File: src/rtl/sgfilter_pkg.sv
// Shared types and default sizes for the sgfilter call sequencer.
package sgfilter_pkg;

    localparam int DATA_W_DEF = 32;
    localparam int DEPTH_DEF  = 4;

    typedef enum logic [1:0] {
        IDLE  = 2'd0,
        ISSUE = 2'd1,
        DRAIN = 2'd2,
        FIN   = 2'd3
    } state_e;

endpackage

File: src/rtl/sgfilter_seq_fifo.sv
// First-word-fall-through result FIFO; a push into a full FIFO is taken
// only when a pop frees a slot in the same cycle.
module sgfilter_seq_fifo #(
    parameter int DEPTH  = 4,
    parameter int DATA_W = 32
) (
    input  logic                       clock_i,
    input  logic                       reset_i,
    input  logic                       push_i,
    input  logic [DATA_W-1:0]          push_data_i,
    input  logic                       pop_i,
    output logic [DATA_W-1:0]          pop_data_o,
    output logic                       full_o,
    output logic                       empty_o,
    output logic [$clog2(DEPTH):0]     count_o
);

    localparam int AW = $clog2(DEPTH);
    localparam int CW = AW + 1;

    logic [DATA_W-1:0] mem_q [DEPTH];
    logic [AW-1:0]     wr_ptr_q;
    logic [AW-1:0]     rd_ptr_q;
    logic [CW-1:0]     count_q;
    logic              do_push;
    logic              do_pop;

    always_comb begin
        full_o  = (count_q == CW'(DEPTH));
        empty_o = (count_q == '0);
        do_pop  = pop_i && !empty_o;
        do_push = push_i && (!full_o || do_pop);
        count_o = count_q;
        // Head is masked while empty so stale entries never leak out.
        pop_data_o = empty_o ? '0 : mem_q[rd_ptr_q];
    end

    always_ff @(posedge clock_i) begin
        if (reset_i) begin
            wr_ptr_q <= '0;
            rd_ptr_q <= '0;
            count_q  <= '0;
        end else begin
            if (do_push) wr_ptr_q <= wr_ptr_q + AW'(1);
            if (do_pop)  rd_ptr_q <= rd_ptr_q + AW'(1);
            count_q <= count_q + CW'(do_push) - CW'(do_pop);
        end
    end

    always_ff @(posedge clock_i) begin
        if (do_push) mem_q[wr_ptr_q] <= push_data_i;
    end

endmodule

File: src/rtl/sgfilter_seq.sv
// Sequences a run of sgfilter calls over consecutive idx values, buffers the
// results and streams them out while accumulating a wrapping checksum.
//
// state | meaning
// IDLE  | waiting for go; checksum holds the last run's value
// ISSUE | issuing calls under the inflight+buffered credit limit
// DRAIN | all calls accepted; waiting for every result to be streamed out
// FIN   | one-cycle run_done pulse
module sgfilter_seq
    import sgfilter_pkg::*;
#(
    parameter int DEPTH  = DEPTH_DEF,
    parameter int DATA_W = DATA_W_DEF
) (
    input  logic              clock,
    input  logic              reset,
    input  logic              go,
    input  logic [DATA_W-1:0] base_idx,
    input  logic [DATA_W-1:0] count,
    output logic              run_busy,
    output logic              run_done,
    output logic [DATA_W-1:0] checksum,
    output logic              call_start,
    input  logic              call_busy,
    output logic [DATA_W-1:0] call_idx,
    input  logic              ret_valid,
    output logic              ret_stall,
    input  logic [DATA_W-1:0] ret_data,
    output logic              out_valid,
    input  logic              out_ready,
    output logic [DATA_W-1:0] out_data,
    output logic              out_last
);

    localparam int CW = $clog2(DEPTH) + 1;

    state_e            state_q;
    logic [DATA_W-1:0] base_q;
    logic [DATA_W-1:0] count_q;
    logic [DATA_W-1:0] issued_q;
    logic [DATA_W-1:0] received_q;
    logic [DATA_W-1:0] popped_q;
    logic [DATA_W-1:0] checksum_q;

    logic [CW-1:0]     fifo_count;
    logic              fifo_full;
    logic              fifo_empty;
    logic [DATA_W-1:0] inflight;
    logic              credit_ok;
    logic              call_acc;
    logic              push;
    logic              pop;

    always_comb begin
        inflight   = issued_q - received_q;
        // Buffered plus outstanding results never exceed the FIFO depth,
        // so every returning result always has a slot.
        credit_ok  = (inflight + DATA_W'(fifo_count)) < DATA_W'(DEPTH);
        call_start = (state_q == ISSUE) && (issued_q < count_q) && credit_ok;
        call_idx   = base_q + issued_q;
        call_acc   = call_start && !call_busy;
        ret_stall  = fifo_full;
        push       = ret_valid && !fifo_full && ((state_q == ISSUE) || (state_q == DRAIN));
        out_valid  = !fifo_empty;
        pop        = out_valid && out_ready;
        out_last   = out_valid && (popped_q == count_q - DATA_W'(1));
        run_busy   = (state_q != IDLE);
        run_done   = (state_q == FIN);
        checksum   = checksum_q;
    end

    always_ff @(posedge clock) begin
        if (reset) begin
            state_q    <= IDLE;
            base_q     <= '0;
            count_q    <= '0;
            issued_q   <= '0;
            received_q <= '0;
            popped_q   <= '0;
            checksum_q <= '0;
        end else begin
            if (call_acc) issued_q <= issued_q + DATA_W'(1);
            if (push) begin
                received_q <= received_q + DATA_W'(1);
                checksum_q <= checksum_q + ret_data;
            end
            if (pop) popped_q <= popped_q + DATA_W'(1);

            case (state_q)
                IDLE: begin
                    if (go) begin
                        base_q     <= base_idx;
                        count_q    <= count;
                        issued_q   <= '0;
                        received_q <= '0;
                        popped_q   <= '0;
                        checksum_q <= '0;
                        state_q    <= (count == '0) ? FIN : ISSUE;
                    end
                end
                ISSUE: begin
                    if (call_acc && (issued_q + DATA_W'(1) == count_q)) state_q <= DRAIN;
                end
                DRAIN: begin
                    if (popped_q == count_q) state_q <= FIN;
                end
                FIN: begin
                    state_q <= IDLE;
                end
                default: state_q <= IDLE;
            endcase
        end
    end

    sgfilter_seq_fifo #(
        .DEPTH (DEPTH),
        .DATA_W(DATA_W)
    ) u_fifo (
        .clock_i    (clock),
        .reset_i    (reset),
        .push_i     (push),
        .push_data_i(ret_data),
        .pop_i      (pop),
        .pop_data_o (out_data),
        .full_o     (fifo_full),
        .empty_o    (fifo_empty),
        .count_o    (fifo_count)
    );

endmodule

File: config.mk
export PLATFORM = sky130hd
export DESIGN_NAME = sgfilter_seq
export DESIGN_NICKNAME = d
export VERILOG_FILES = /design/src/rtl/sgfilter_pkg.sv /design/src/rtl/sgfilter_seq_fifo.sv /design/src/rtl/sgfilter_seq.sv
export SDC_FILE = /design/constraint.sdc
export NUM_CORES = 1
export LEC_CHECK = 0
export CAP_MARGIN = 0
export CORE_AREA = 2 2 194 196
export DETAILED_ROUTE_END_ITERATION = 7
export DIE_AREA = 0 0 196 198
export GPL_TIMING_DRIVEN = 0
export PLACE_DENSITY_LB_ADDON = 0.15
export SYNTH_ARGS = -nofsm -noshare
export SYNTH_HDL_FRONTEND = slang
export SYNTH_SLANG_ARGS = --single-unit
File: constraint.sdc
create_clock -name clock -period 5.5 [get_ports clock]
set_input_delay 0.55 -clock clock [delete_from_list [all_inputs] [get_ports clock]]
set_output_delay 0.55 -clock clock [all_outputs]
set_load 0.03 [all_outputs]
==> results.yml <==
synth:
  yosysSeqAreaShare_pct: 37.0
  synth_compound_area_share_pct: 14.1
  ys_ff_latch: 331
  synth_area_um2: 21400
  synth_cell_types: 85
  synth-async-reset-ratio_pct: 0
  avgSynthCellArea_um2: 9.04
  synth_adder_area_share_pct: 10.3
  synthTopCellsByArea: "dfxtp_1 (19%), edfxtp_1 (18%), ha_1 (9.8%), xnor2_1 (5.9%), nand2_1 (5.1%)"
  synthXorXnorAreaFrac_pct: 9.39
  yosysTopAreaCellShare_pct: 19.0
  synth_fp_nets: 2639
  synthSimpleGateAreaFrac_pct: 21.1
  syn_inst: 2364
  synth_mux_area_share_pct: 4.19
  yosys_warnings: 0
  ys.flop_type: "dfxtp_1"
  synth-edff-count: 128
  yosysTopAreaCell: "dfxtp_1"
  synth_top_family_by_area: "simple AND/OR/NAND/NOR gates"
critical_path:
  path_max_fanout: 9
  r2r_cells: 14
  r2r_end: "state_q[1]$_SDFFE_PP0P_"
  crit_required_ns: 4.95
  worst-path-buf-inv: 5
  max_stage_delay_ns: 0.54
  reg2reg_slack_ns: 0.37
  critPathKind: "register to output port"
  regToRegStartpoint: "issued_q[3]$_SDFF_PP0_"
  end_kind: "output port"
  slowest_stage: "or4b_4"
  crit_family: "simple AND/OR/NAND/NOR gates"
  arrival_ns: 4.91
  path_cells: "buf_8 -> inv_1 -> fa_1 -> inv_2 -> ha_4 -> and4b_2 -> o21ai_4 -> and3_4 -> or4_4 -> a21boi_4 -> o21ai_2 -> a211o_1 -> or4_1 -> or4b_4 -> buf_12 -> nor2_4 -> buf_6"
  critPathLaunchType: "register"
clocking:
  clock_latency_ns: 0.56
  cts_tree: "yes"
  cts_buffer_depth: 3
  cts-buffers-inserted: 36
  h-tree-depth: 2
  clock-sinks: 331
  cts-root-buf: "clkbuf_16"
  postCtsHoldBufs: 0
  clk_pin_slew_ns: 0.06
detailed_routing:
  totalWireLength_mm: 65.8
  wl_per_cell_um: 21.1
  first_iter_violations: 1508
  dr.pass1.iters: 7
  vias: 19100
  drc: 0
  viasPerCell: 6.13
  ant_nets: 0
run_status:
  status: "finished clean"
timing:
  slew_viol_final: 0
  tightest_slew_ns: 1.02
  finalSetupViolCount: 0
  fin_skew_ns: 0.0190
  period_minus_slack_ns: 5.46
  hold_viol_final: 0
  rsz0062_at_grt: "true"
  fin_crit_sh_pct: 99.4
  fmax_mhz: 183
  relSlewSlack_pct: 31.7
finish:
  area_delta_synth_final_pct: 19.2
  diodes: 0
  fillCellCount: 3012
  layout.cells.non_filler: 3120
  drive_above_1_share_pct: 7.41
  final_nets: 2893
  stdcell_area_um2: 25500
global_routing:
  first_global_vias: 18400
  track_usage_pct: 33.5
  grt_max_degree: 33
  gr-total-overflow: 0
  antenna_found_initial: 1
  grt_pass1_wl_mm: 101
floorplan:
  top_level_ports: 204
  dieArea_um2: 38800
  initial_core_util_pct: 57.8
  core-area_um2: 37000
  dieWidth_um: 196
  rows: 71
  die_h_um: 198
power_and_ir_drop:
  pwr_density_cell_nw_per_um2: 378
  leakage_nw: 9.86
  ir_drop_uv: 250
placement:
  gp_congestion: 0.990
  dpl_cell_area_um2: 24000
  dp_cells: 3042
  hpwlAfterDp_mm: 49.8
  portBuffers: 202
worst_hold_path:
  hold_depth: 2
  holdPathEnd: "base_q[16]$_SDFFE_PP0P_"
  min_from: "base_q[16]$_SDFFE_PP0P_"
  holdCritPathClass: "register to register"
run:
  cap_violations: 0
[metal layers]
metal	part of all wire [%]	track usage (%)
met3	7.1	4.89
met1	41	41.4
met2	48	57.6
met5	0	0
met4	4.7	16.0
[through the flow]
step / total power [mW] / utilization, % / hold WS [ns] / setup WS (ns) / TNS [ns]
after floorplan: 5.75 / - / 0.441 / 0.215 / 0
after detailed placement: 7.08 / 65.0 / 0.455 / -1.00 / -5.09
after global placement: 6.99 / 64.9 / 0.450 / -0.954 / -3.92
final: 9.62 / 68.9 / 0.462 / 0.0354 / 0
after global routing: 10.1 / 68.9 / 0.480 / -0.118 / -0.118
after CTS: 9.53 / 68.4 / 0.465 / -0.232 / -0.232
[layout by cell type (no fill, tap or decap), types with 13 or more instances in the layout]
cell             instances
nor4_1                  27
clkbuf_16               38
a21o_1                  56
o21ai_0                 67
nand2_1                288
clkbuf_1                79
nor2_1                 186
and3_1                  30
nor2b_1                 45
mux2i_1                 14
mux4_2                  32
dfxtp_2                 16
a21oi_1                188
nand3_1                 68
nor3_1                  49
edfxtp_1               128
xnor2_1                143
nand2b_1                15
a211oi_1                13
and4_1                  14
inv_1                  109
or3_1                   24
dfxtp_1                185
o21a_1                  15
ha_1                   167
or4_1                   16
a31oi_1                 13
buf_4                   15
xor2_1                  86
nand4_1                 51
clkdlybuf4s50_1        196
[worst max path at each step]
stage / from / end / depth (start not counted)
after floorplan: issued_q[2]$_SDFF_PP0_ / call_start / 17
after global placement: issued_q[2]$_SDFF_PP0_ / call_start / 16
after detailed placement: issued_q[2]$_SDFF_PP0_ / call_start / 16
after CTS: issued_q[2]$_SDFF_PP0_ / call_start / 18
after global routing: issued_q[2]$_SDFF_PP0_ / call_start / 16
final: issued_q[2]$_SDFF_PP0_ / call_start / 17
[report_power, final]
part | switching (mW) | total [mW] | internal (mW)
clock | 1.03 | 2.40 | 1.37
sequential | 0.211 | 3.02 | 2.80
combinational | 2.49 | 4.20 | 1.71
total | 3.73 | 9.62 | 5.89
[sequential cells by signal, indices dropped and copies added, names as in the netlist, named ones only]
name and count:
u_fifo.mem_q 128, base_q 32, checksum 32, count_q 32
issued_q 32, popped_q 32, received_q 32, u_fifo.count_o 3
state_q 2, u_fifo.rd_ptr_q 2, u_fifo.wr_ptr_q 2
[logic make-up (layout without fill, tap and decap cells)]
| family | after synthesis | in the layout |
|---|---|---|
| and+or+nand+nor | 892 | 892 |
| xor gates and xnor gates | 229 | 229 |
| DFF | 331 | 331 |
| muxes | 49 | 49 |
| adders and majority gates | 173 | 173 |
| buffers and inverters | 214 | 496 |
| AOI/OAI and AO/OA | 476 | 476 |
[synthesized netlist by cell type, types with 10 or more instances]
library cell / count
ha_1: 168
o22ai_1: 10
nand2b_1: 15
or3_1: 24
o21ai_0: 69
nand2_1: 288
dfxtp_1: 203
mux4_2: 32
and2_1: 16
nor2b_1: 45
nor4_1: 29
a21oi_1: 188
a31oi_1: 13
edfxtp_1: 128
buf_1: 12
inv_1: 110
nand3_1: 69
mux2i_1: 14
clkbuf_1: 81
xnor2_1: 143
nor2_1: 187
xor2_1: 86
and4_1: 14
nor3_1: 52
or4_1: 16
a211oi_1: 14
nand4_1: 51
o21a_1: 15
and3_1: 31
o211ai_1: 12
a21o_1: 56
o21bai_1: 12
[worst register-to-register path, cell delays in order (launching register included)]
cell and delay [ns]:
dfxtp_1 0.51, clkbuf_1 0.31, and4_1 0.24, clkbuf_1 0.26
nand4_1 0.37, nor3_1 0.50, xnor2_1 0.17, nand2_1 0.06
or4_1 0.54, or4_1 0.56, a211oi_1 0.38, or4b_1 0.47
o22ai_1 0.34, and3_1 0.22, nor3_1 0.04
[area by class of cell]
cell class | instances | area, µm² | share of cell area (%)
plain buffers | 100 | 418 | 1.64
clock buffers | 47 | 1020 | 4.02
clock inverters | 19 | 146 | 0.575
inverters | 110 | 413 | 1.62
multi-input cells | 1819 | 12800 | 50.1
flip-flops and latches | 331 | 7940 | 31.2
well taps | 474 | 593 | 2.33
repair buffers | 220 | 2180 | 8.57
[repair_timing]
item,in CTS,in global routing
pin swaps,2,7
setup buffers,1,14
setup endpoints to repair,25,13
resized for setup,33,41
Note: power is estimated with default switching activity, not from simulation.
